### config.mk
export PLATFORM = sky130hd
export DESIGN_NAME = cache_way_select
export DESIGN_NICKNAME = d
export VERILOG_FILES = /design/src/rtl/cache_way_select.sv
export SDC_FILE = /design/constraint.sdc
export NUM_CORES = 1
export LEC_CHECK = 0
export BUFFER_PORTS_ARGS = -buffer_cell sky130_fd_sc_hd__buf_2
export CAP_MARGIN = 40
export CORE_ASPECT_RATIO = 2
export CORE_UTILIZATION = 30
export DETAILED_ROUTE_END_ITERATION = 7
export SETUP_SLACK_MARGIN = 0.4
export SLEW_MARGIN = 20
export SYNTH_ARGS = -nofsm -noshare
export SYNTH_HDL_FRONTEND = slang
export SYNTH_SLANG_ARGS = --single-unit
### constraint.sdc
create_clock -name main_clk -period 5.3 [get_ports main_clk]
set_input_delay 0.795 -clock main_clk [delete_from_list [all_inputs] [get_ports main_clk]]
set_output_delay 0.795 -clock main_clk [all_outputs]
set_load 0.1 [all_outputs]
### src/rtl/cache_way_select.sv
// Tag lookup and way allocation stage in front of a 4-way LRU tracker (2048 sets).
// Clears every tag valid bit after reset, then resolves one lookup at a time.
module cache_way_select #(
   parameter int ADDR_W   = 26,
   parameter int OFFSET_W = 4,
   parameter int TAG_W    = 11
) (
   input  logic                   main_clk,
   input  logic                   main_rst_n,
   input  logic                   req_valid,
   output logic                   req_ready,
   input  logic [ADDR_W-1:0]      req_addr,
   output logic                   resp_valid,
   input  logic                   resp_ready,
   output logic                   resp_hit,
   output logic [1:0]             resp_way,
   output logic                   resp_evict_valid,
   output logic [TAG_W-1:0]       resp_evict_tag,
   output logic [10:0]            tag_rd_addr,
   input  logic [4*(TAG_W+1)-1:0] tag_rd_data,
   output logic                   tag_wr_en,
   output logic [10:0]            tag_wr_addr,
   output logic [3:0]             tag_wr_way_mask,
   output logic [TAG_W:0]         tag_wr_data,
   output logic [10:0]            lru_addr,
   output logic [1:0]             lru_used_index,
   output logic                   lru_enable_write,
   input  logic [1:0]             lru_least_used_index,
   output logic                   init_done
);

   typedef enum logic [1:0] {
      ST_INIT   = 2'd0,
      ST_IDLE   = 2'd1,
      ST_LOOKUP = 2'd2,
      ST_RESP   = 2'd3
   } state_t;

   state_t             state_r;
   state_t             state_nxt_s;
   logic [11:0]        init_cnt_r;
   logic [10:0]        idx_r;
   logic [TAG_W-1:0]   tag_r;
   logic [10:0]        req_idx_s;
   logic [TAG_W-1:0]   req_tag_s;
   logic               offset_unused_s;
   logic [3:0]         match_s;
   logic [3:0]         inv_s;
   logic [TAG_W:0]     victim_entry_s;
   logic               look_hit_s;
   logic [1:0]         look_way_s;
   logic               look_evict_s;
   logic [TAG_W-1:0]   look_evict_tag_s;

   function automatic logic [TAG_W:0] get_entry(input logic [4*(TAG_W+1)-1:0] d,
                                                input logic [1:0] w);
      int unsigned base;
      base = 32'(w) * 32'(TAG_W + 1);
      return d[base +: TAG_W+1];
   endfunction

   function automatic logic [1:0] lowest_set(input logic [3:0] v);
      logic [1:0] r;
      casez (v)
         4'b???1: r = 2'd0;
         4'b??10: r = 2'd1;
         4'b?100: r = 2'd2;
         4'b1000: r = 2'd3;
         default: r = 2'd0;
      endcase
      return r;
   endfunction

   function automatic logic [3:0] one_hot(input logic [1:0] w);
      return 4'b0001 << w;
   endfunction

   assign req_idx_s       = req_addr[OFFSET_W+10:OFFSET_W];
   assign req_tag_s       = req_addr[ADDR_W-1:OFFSET_W+11];
   assign offset_unused_s = ^req_addr[OFFSET_W-1:0];

   // Read ports follow the live request in IDLE so data is ready in LOOKUP
   assign tag_rd_addr = (state_r == ST_IDLE) ? req_idx_s : idx_r;
   assign lru_addr    = (state_r == ST_IDLE) ? req_idx_s : idx_r;

   // Per-way tag match and hit / allocation resolution
   always_comb begin
      match_s          = 4'b0000;
      inv_s            = 4'b0000;
      look_hit_s       = 1'b0;
      look_way_s       = 2'd0;
      look_evict_s     = 1'b0;
      look_evict_tag_s = {TAG_W{1'b0}};
      victim_entry_s   = get_entry(tag_rd_data, lru_least_used_index);
      for (int w = 0; w < 4; w++) begin
         match_s[w] = get_entry(tag_rd_data, 2'(w))[TAG_W] &&
                      (get_entry(tag_rd_data, 2'(w))[TAG_W-1:0] == tag_r);
         inv_s[w]   = ~get_entry(tag_rd_data, 2'(w))[TAG_W];
      end
      if (|match_s) begin
         look_hit_s = 1'b1;
         look_way_s = lowest_set(match_s);
      end else if (|inv_s) begin
         look_way_s = lowest_set(inv_s);
      end else begin
         look_way_s       = lru_least_used_index;
         look_evict_s     = 1'b1;
         look_evict_tag_s = victim_entry_s[TAG_W-1:0];
      end
   end

   // Next-state logic
   always_comb begin
      state_nxt_s = state_r;
      case (state_r)
         ST_INIT: begin
            if (tag_wr_en && (tag_wr_addr == 11'd2047)) state_nxt_s = ST_IDLE;
            else                                         state_nxt_s = ST_INIT;
         end
         ST_IDLE: begin
            if (req_valid) state_nxt_s = ST_LOOKUP;
            else           state_nxt_s = ST_IDLE;
         end
         ST_LOOKUP: state_nxt_s = ST_RESP;
         ST_RESP: begin
            if (resp_ready) state_nxt_s = ST_IDLE;
            else            state_nxt_s = ST_RESP;
         end
         default: state_nxt_s = ST_INIT;
      endcase
   end

   // State, clear counter and captured request
   always_ff @(posedge main_clk or negedge main_rst_n) begin
      if (!main_rst_n) begin
         state_r    <= ST_INIT;
         init_cnt_r <= 12'd0;
         idx_r      <= 11'd0;
         tag_r      <= {TAG_W{1'b0}};
      end else begin
         state_r <= state_nxt_s;
         if ((state_r == ST_INIT) && !init_cnt_r[11]) init_cnt_r <= init_cnt_r + 12'd1;
         else                                          init_cnt_r <= init_cnt_r;
         if ((state_r == ST_IDLE) && req_valid) begin
            idx_r <= req_idx_s;
            tag_r <= req_tag_s;
         end else begin
            idx_r <= idx_r;
            tag_r <= tag_r;
         end
      end
   end

   // Registered outputs; write strobes fire on INIT sweep and on LOOKUP->RESP only
   always_ff @(posedge main_clk or negedge main_rst_n) begin
      if (!main_rst_n) begin
         req_ready        <= 1'b0;
         resp_valid       <= 1'b0;
         init_done        <= 1'b0;
         resp_hit         <= 1'b0;
         resp_way         <= 2'd0;
         resp_evict_valid <= 1'b0;
         resp_evict_tag   <= {TAG_W{1'b0}};
         tag_wr_en        <= 1'b0;
         tag_wr_addr      <= 11'd0;
         tag_wr_way_mask  <= 4'b0000;
         tag_wr_data      <= {(TAG_W+1){1'b0}};
         lru_enable_write <= 1'b0;
         lru_used_index   <= 2'd0;
      end else begin
         req_ready  <= (state_nxt_s == ST_IDLE);
         resp_valid <= (state_nxt_s == ST_RESP);
         init_done  <= init_done | (state_nxt_s == ST_IDLE) | (offset_unused_s & 1'b0);
         if ((state_r == ST_INIT) && !init_cnt_r[11]) begin
            tag_wr_en       <= 1'b1;
            tag_wr_addr     <= init_cnt_r[10:0];
            tag_wr_way_mask <= 4'b1111;
            tag_wr_data     <= {(TAG_W+1){1'b0}};
         end else if ((state_r == ST_LOOKUP) && !look_hit_s) begin
            tag_wr_en       <= 1'b1;
            tag_wr_addr     <= idx_r;
            tag_wr_way_mask <= one_hot(look_way_s);
            tag_wr_data     <= {1'b1, tag_r};
         end else begin
            tag_wr_en       <= 1'b0;
            tag_wr_addr     <= tag_wr_addr;
            tag_wr_way_mask <= 4'b0000;
            tag_wr_data     <= {(TAG_W+1){1'b0}};
         end
         if (state_r == ST_LOOKUP) begin
            lru_enable_write <= 1'b1;
            lru_used_index   <= look_way_s;
            resp_hit         <= look_hit_s;
            resp_way         <= look_way_s;
            resp_evict_valid <= look_evict_s;
            resp_evict_tag   <= look_evict_tag_s;
         end else begin
            lru_enable_write <= 1'b0;
            lru_used_index   <= lru_used_index;
            resp_hit         <= resp_hit;
            resp_way         <= resp_way;
            resp_evict_valid <= resp_evict_valid;
            resp_evict_tag   <= resp_evict_tag;
         end
      end
   end

endmodule
==> metrics.yaml, run 1 <==
yosys:
  synth_seq_area_share: 0.477
  synth_edf_count: 0
  yosys.area.top_type: "dfrtp_1"
  synth_ff_type: "dfrtp_1"
  syn_avg_cell_area_sq_um: 12.2
  ys_types: 38
  synth_top_area_frac: 0.477
  async_flop_share: 1.00
  yosys-top-cells-count: "83 x dfrtp_1, 49 x xnor2_1, 33 x mux2_2, 21 x nor2_1, 18 x nand4_1"
  synth_nets: 438
  netlist_area_sq_um: 4350
  yosysMostFrequentCell: "dfrtp_1"
  synth-seq-cells: 83
  ys.warnings.count: 0
  postSynthCellCount: 357
  synth.area.top_cells: "dfrtp_1 48%, xnor2_1 9.9%, mux2_2 8.5%, mux4_2 5.7%, buf_6 3.1%"
floorplanning:
  initial_core_util: 0.310
  dieArea_sq_um: 15000
  row_count: 61
  coreArea_sq_um: 14000
  die_h_microns: 172
  num_io_pins: 151
  die_w_microns: 87.2
clocking:
  cts_tree: "built"
  cts_root_buf: "clkbuf_16"
  path_clk_slew_ns: 0.07
  cts-resized-gates: 0
  cts_max_path_buffers: 2
  h-tree-depth: 3
  postCtsSetupBuffers: 0
  clkSinkCount: 83
  holdBufCountCts: 0
  clkLatencyLatePin_ns: 0.34
  numCtsBuffers: 9
critical_path:
  critPathLaunchType: "flip-flop"
  endpoint_kind: "output pin"
  worstSetupPathType: "flip-flop to output pin"
  reg2reg_setup_slack_ns: 2.49
  crit_arrival_ns: 2.12
  cp.required_ns: 4.51
  worstPathMaxFanout: 8
global_route:
  grt_max_degree: 50
  grt_pass1_wl_mm: 18.5
  grt_usage: 0.173
  grt_pass1_vias: 3391
  grt_overflow: 0
  grt_antenna_before_repair: 1
cells_and_area:
  final_util: 0.384
  stdcell_count: 677
  fillCellCount: 1463
  layout-drive-gt1-share: 0.460
  syn2layout_area_growth_pct: 24.0
  fin_nets: 563
placed_design:
  gp_congestion: 0.936
  pre_cts_ws_ns: 2.35
  port_buffers: 146
  dp_hpwl_mm: 10.1
  dp.cells: 659
sta:
  worst_slew_pin_slew_ns: 0.774
  hold_viol_final: 0
  whs_ns: 0.403
  fmax_ghz: 0.343
  fin_ws_ns: 2.39
  drv_slew: 0
  finalSetupViolations: 0
  period_share: 0.549
  rsz0062_at_grt: "false"
  tns_ns: 0
  finClkSkew_ns: 0.0107
  slew_headroom: 0.480
  min_period_ns: 2.91
power:
  vdd_drop_max_v: 0.000138
  p_comb_frac: 0.073
  swShare: 0.245
  p_sw_uw: 332
  p_seq_frac: 0.467
  cellPowerDensity_nw_per_um2: 251
  intPower_mw: 1.02
  clockPowerShare: 0.460
  power.leakage_nw: 2.56
detailed_routing:
  num_vias: 3221
  drc: 0
  ant_nets: 0
  wl_per_cell_microns: 18.4
  drtPass1Iterations: 4
  wirelength_mm: 12.5
  drtIter0Drc: 111
  vias_per_cell: 4.76
status:
  outcome: "finished clean"
worst_hold_path:
  min_path_type: "input pin to asynchronous set/reset pin"
job:
  maxCapViolCount: 0
area by class of cell:
type                       instances  area [sq um]  area share
inverter                           3          11.3     0.00209
clock buffer                      10           239      0.0443
clock inverter                     6          57.6      0.0107
sequential                        83          2080       0.385
multi-input combinational        232          1970       0.365
tap                              189           236      0.0438
timing repair buffer             153           805       0.149
antenna                            1          2.50    0.000464
sequential cells by signal, indices dropped and copies added (netlist names), 2 cells and up:
name,count
init_cnt_r,12
tag_wr_data,12
idx_r,11
resp_evict_tag,11
tag_r,11
tag_wr_addr,11
tag_wr_way_mask,4
lru_used_index,2
state_r,2
kinds of logic after synthesis:
logic type                 after synthesis  synth area share
AOI/OAI and AO/OA                       36            0.0601
muxes                                   55             0.168
buffers and inverters                   42            0.0704
DFF                                     83             0.477
adders and majority gates                1           0.00287
xor gates and xnor gates                54             0.114
and+or+nand+nor                         86             0.108
worst max-delay path: stages (launching register included):
cell and delay (ns):
dfrtp_1 0.43, nor2b_1 0.40, buf_4 0.28, mux2_2 0.37, buf_2 0.30
routing by layer:
metal,global-route usage,wire length [microns],share of wire
met5,0,0,0
met4,0.0912,522,0.042
met3,0.0310,482,0.039
met2,0.331,7240,0.58
met1,0.171,4220,0.34
power by group through the flow:
stage | Combinational [mW] | Sequential (mW) | Clock, mW
5_1_grt | 0.108 | 0.633 | 0.665
2_1_floorplan | 0.0393 | 0.645 | 0
6_report | 0.0986 | 0.633 | 0.623
3_5_place_dp | 0.100 | 0.645 | 0
3_3_place_gp | 0.0976 | 0.645 | 0
4_1_cts | 0.101 | 0.633 | 0.639
final timing paths:
kind / startpoint / to / cells past startpoint
worst max register to register: state_r[0]$_DFF_PN0_ / tag_wr_way_mask[1]$_DFF_PN0_ / 7
max in group asynchronous: main_rst_n / lru_used_index[0]$_DFFE_PN0P_ / 2
worst max-delay path: state_r[1]$_DFF_PN0_ / lru_addr[9] / 4
min in group main_clk: init_done$_DFF_PN0_ / init_done$_DFF_PN0_ / 1
worst min register to register: init_done$_DFF_PN0_ / init_done$_DFF_PN0_ / 1
worst min-delay path: main_rst_n / init_done$_DFF_PN0_ / 1
layout by cell type (no fill, tap or decap), drive strengths merged, types with 4 or more instances in the layout:
| cell type | instances |
|---|---|
| nor3 | 4 |
| dfrtp | 83 |
| nand2 | 15 |
| a32o | 11 |
| mux4 | 11 |
| o21ai | 5 |
| xnor2 | 52 |
| clkbuf | 10 |
| a21oi | 13 |
| mux2i | 11 |
| nor2 | 21 |
| buf | 153 |
| nand4 | 18 |
| inv | 6 |
| and2 | 13 |
| mux2 | 33 |
through the flow:
step | power, mW | instance area [sq um]
detailed placement | 0.745 | 5080
CTS | 1.37 | 5380
finish | 1.35 | 5400
global route | 1.41 | 5400
global placement | 0.743 | 5050
floorplan | 0.685 | 4350
Note: power is estimated with default switching activity, not from simulation.
==> run 2, diff against run 1 <==
Settings changed: ABC_AREA set to 1.
Clock period 5.3 ns to 2.9 ns, I/O delays scaled along.
==> metrics.yaml, run 2 <==
detailed_routing:
  num_vias: 4990  # was 3,221
  vias_per_cell: 4.64  # was 4.76
  drtIter0Drc: 169  # was 111
  wl_per_cell_microns: 15.3  # was 18.4 microns
  drc: 0  # unchanged
  drtPass1Iterations: 6  # was 4
  ant_nets: 0  # unchanged
  wirelength_mm: 16.4  # was 12.5 mm
yosys:
  synth_seq_area_share: 0.419  # was 0.477
  synth_top_area_frac: 0.419  # was 0.477
  ys.warnings.count: 0  # unchanged
  synth_edf_count: 0  # unchanged
  yosys.area.top_type: "dfrtp_1"  # unchanged
  yosysMostFrequentCell: "nand2_1"  # was dfrtp_1
  ys_types: 28  # was 38
  async_flop_share: 1.00  # unchanged
  synth_nets: 818  # was 438
  synth.area.top_cells: "dfrtp_1 42%, nand2_1 20%, inv_1 7.6%, o21ai_0 7.2%, nand3_1 4.1%"  # was dfrtp_1 48%, xnor2_1 9.9%, mux2_2 8.5%, mux4_2 5.7%, buf_6 3.1%
  yosys-top-cells-count: "270 x nand2_1, 101 x inv_1, 83 x dfrtp_1, 71 x o21ai_0, 53 x nor2_1"  # was 83 x dfrtp_1, 49 x xnor2_1, 33 x mux2_2, 21 x nor2_1, 18 x nand4_1
  syn_avg_cell_area_sq_um: 6.73  # was 12.2 sq um
  netlist_area_sq_um: 4960  # was 4350 sq um
  synth-seq-cells: 83  # unchanged
  synth_ff_type: "dfrtp_1"  # unchanged
  postSynthCellCount: 737  # was 357
floorplanning:
  num_io_pins: 151  # unchanged
  row_count: 66  # was 61
  initial_core_util: 0.306  # was 0.310
  coreArea_sq_um: 16200  # was 14,000 sq um
  dieArea_sq_um: 17100  # was 15,000 sq um
  die_w_microns: 92.9  # was 87.2 microns
  die_h_microns: 184  # was 172 microns
sta:
  hold_viol_final: 0  # unchanged
  slew_headroom: 0.561  # was 0.480
  min_period_ns: 2.27
  rsz0062_at_grt: "false"  # unchanged
  worst_slew_pin_slew_ns: 0.656  # was 0.774 ns
  finClkSkew_ns: 0.0111  # was 0.0107 ns
  tns_ns: 0  # unchanged
  finalSetupViolations: 0  # unchanged
  drv_slew: 0  # unchanged
  period_share: 0.782
  fmax_ghz: 0.441
critical_path:
  endpoint_kind: "output pin"  # unchanged
  worstPathMaxFanout: 18  # was 8
  worstSetupPathType: "flip-flop to output pin"  # unchanged
  cp.required_ns: 2.47  # was 4.51 ns
  crit_arrival_ns: 1.83  # was 2.12 ns
  cp-startpoint: "state_r[1]$_DFF_PN0_"  # unchanged
  reg2reg_setup_slack_ns: 0.65  # was 2.49 ns
  crit_end: "tag_rd_addr[9]"  # was lru_addr[9]
  reg2regPathDepth: 11  # was 7
  r2r_start: "tag_r[7]$_DFFE_PN0P_"  # was state_r[0]$_DFF_PN0_
  critPathLaunchType: "flip-flop"  # unchanged
  reg2reg_to: "resp_evict_tag[10]$_DFFE_PN0P_"  # was tag_wr_way_mask[1]$_DFF_PN0_
clocking:
  cts_tree: "built"  # unchanged
  postCtsSetupBuffers: 0  # unchanged
  cts_max_path_buffers: 2  # unchanged
  cts_root_buf: "clkbuf_16"  # unchanged
  clkLatencyLatePin_ns: 0.33  # was 0.34 ns
  path_clk_slew_ns: 0.06  # was 0.07 ns
  clkSinkCount: 83  # unchanged
  h-tree-depth: 3  # unchanged
  cts-resized-gates: 0  # unchanged
  numCtsBuffers: 9  # unchanged
  holdBufCountCts: 0  # unchanged
global_route:
  grt_pass1_wl_mm: 25.1  # was 18.5 mm
  grt_antenna_before_repair: 1  # unchanged
  grt_pass1_vias: 4970  # was 3,391
  grt_overflow: 0  # unchanged
  grt_max_degree: 46  # was 50
  grt_usage: 0.199  # was 0.173
job:
  maxCapViolCount: 0  # unchanged
cells_and_area:
  final_cell_mix: "270 x nand2_1, 127 x buf_2, 101 x inv_1"  # was 145 x buf_2, 83 x dfrtp_1, 49 x xnor2_1
  fin_nets: 947  # was 563
  syn2layout_area_growth_pct: 30.1  # was 24.0%
  layout-drive-gt1-share: 0.225  # was 0.460
  reg_top3: "init_cnt_r x12, tag_wr_data x12"  # unchanged
  diodes: 0  # was 1
  layout_commonest_cell: "nand2_1"  # was buf_2
  design_area_sq_um: 6450  # was 5400 sq um
placed_design:
  dpl_cell_area_sq_um: 6180  # was 5080 sq um
  dp_hpwl_mm: 13.3  # was 10.1 mm
  gp_congestion: 0.998  # was 0.936
  port_buffers: 146  # unchanged
worst_hold_path:
  min_path_type: "input pin to asynchronous set/reset pin"  # unchanged
status:
  outcome: "finished clean"  # unchanged
==> run 2: changes by cell type after synthesis, moves of 13 or more <==
cell / change
xnor2_1: -45
inv_1: +98
mux2_2: -31
a21oi_1: +14
nand3_1: +38
o21ai_0: +66
nand2_1: +255
and2_1: -13
nor2_1: +32
==> run 2: worst max-delay path: stages, from the launching register on <==
cell,delay [ns]
dfrtp_1,0.40
nor2_2,0.28
clkinv_1,0.10
buf_4,0.25
o21ai_4,0.25
buf_12,0.20
==> run 2: stage by stage <==
stage                     hold slack [ns]  instances  utilization  setup slack (ns)
after detailed placement            0.454       1059        0.382             0.673
after global placement              0.448       1059        0.382             0.683
after floorplan                     0.139        737            -            0.0828
after global routing                0.138       1075        0.398             0.472
final                              0.0988       1075        0.398             0.632
after CTS                           0.127       1075        0.398             0.590
==> run 2: cell families (layout without fill, tap and decap cells) <==
kind of cell             after synthesis  after routing  share of synthesized area
flip-flops                            83             83                      0.419
buffers and inverters                147            281                      0.126
multiplexers                           2              2                    0.00454
XOR/XNOR                              14             14                     0.0247
adder cells (fa/ha/maj)                1              1                    0.00252
AO/OA/AOI/OAI                        103            103                      0.107
AND/OR/NAND/NOR                      387            387                      0.317
==> run 2: worst min path at each step <==
stage	from	to	slack (ns)	cells after the start
floorplan	main_rst_n	idx_r[0]$_DFFE_PN0P_	0.14	0
detailed placement	init_done$_DFF_PN0_	init_done$_DFF_PN0_	0.45	1
finish	main_rst_n	init_done$_DFF_PN0_	0.1	1
global route	main_rst_n	init_done$_DFF_PN0_	0.14	1
global placement	init_done$_DFF_PN0_	init_done$_DFF_PN0_	0.45	1
CTS	main_rst_n	init_done$_DFF_PN0_	0.13	1
==> run 2: cell type report <==
| cell class | count | area [sq um] |
|---|---|---|
| Clock buffer | 13 | 250 |
| Clock inverter | 3 | 21.3 |
| Fill cell | 1751 | 9740 |
| Inverter | 113 | 424 |
| Multi-Input combinational cell | 507 | 2360 |
| Sequential cell | 83 | 2080 |
| Tap cell | 204 | 255 |
| Timing Repair Buffer | 152 | 1060 |
==> run 2: routing by layer <==
metal | global-route usage | up-vias | part of all wire
met5 | 0 | - | 0
met4 | 0.163 | 0 | 0.079
met3 | 0.0347 | 49 | 0.042
met2 | 0.373 | 152 | 0.55
met1 | 0.181 | 2272 | 0.33
li1 | - | 2517 | -
Power of run 2 is left out: the tool's default activity adds up to more than one toggle a clock period on the data nets, which glitch-free logic cannot reach.
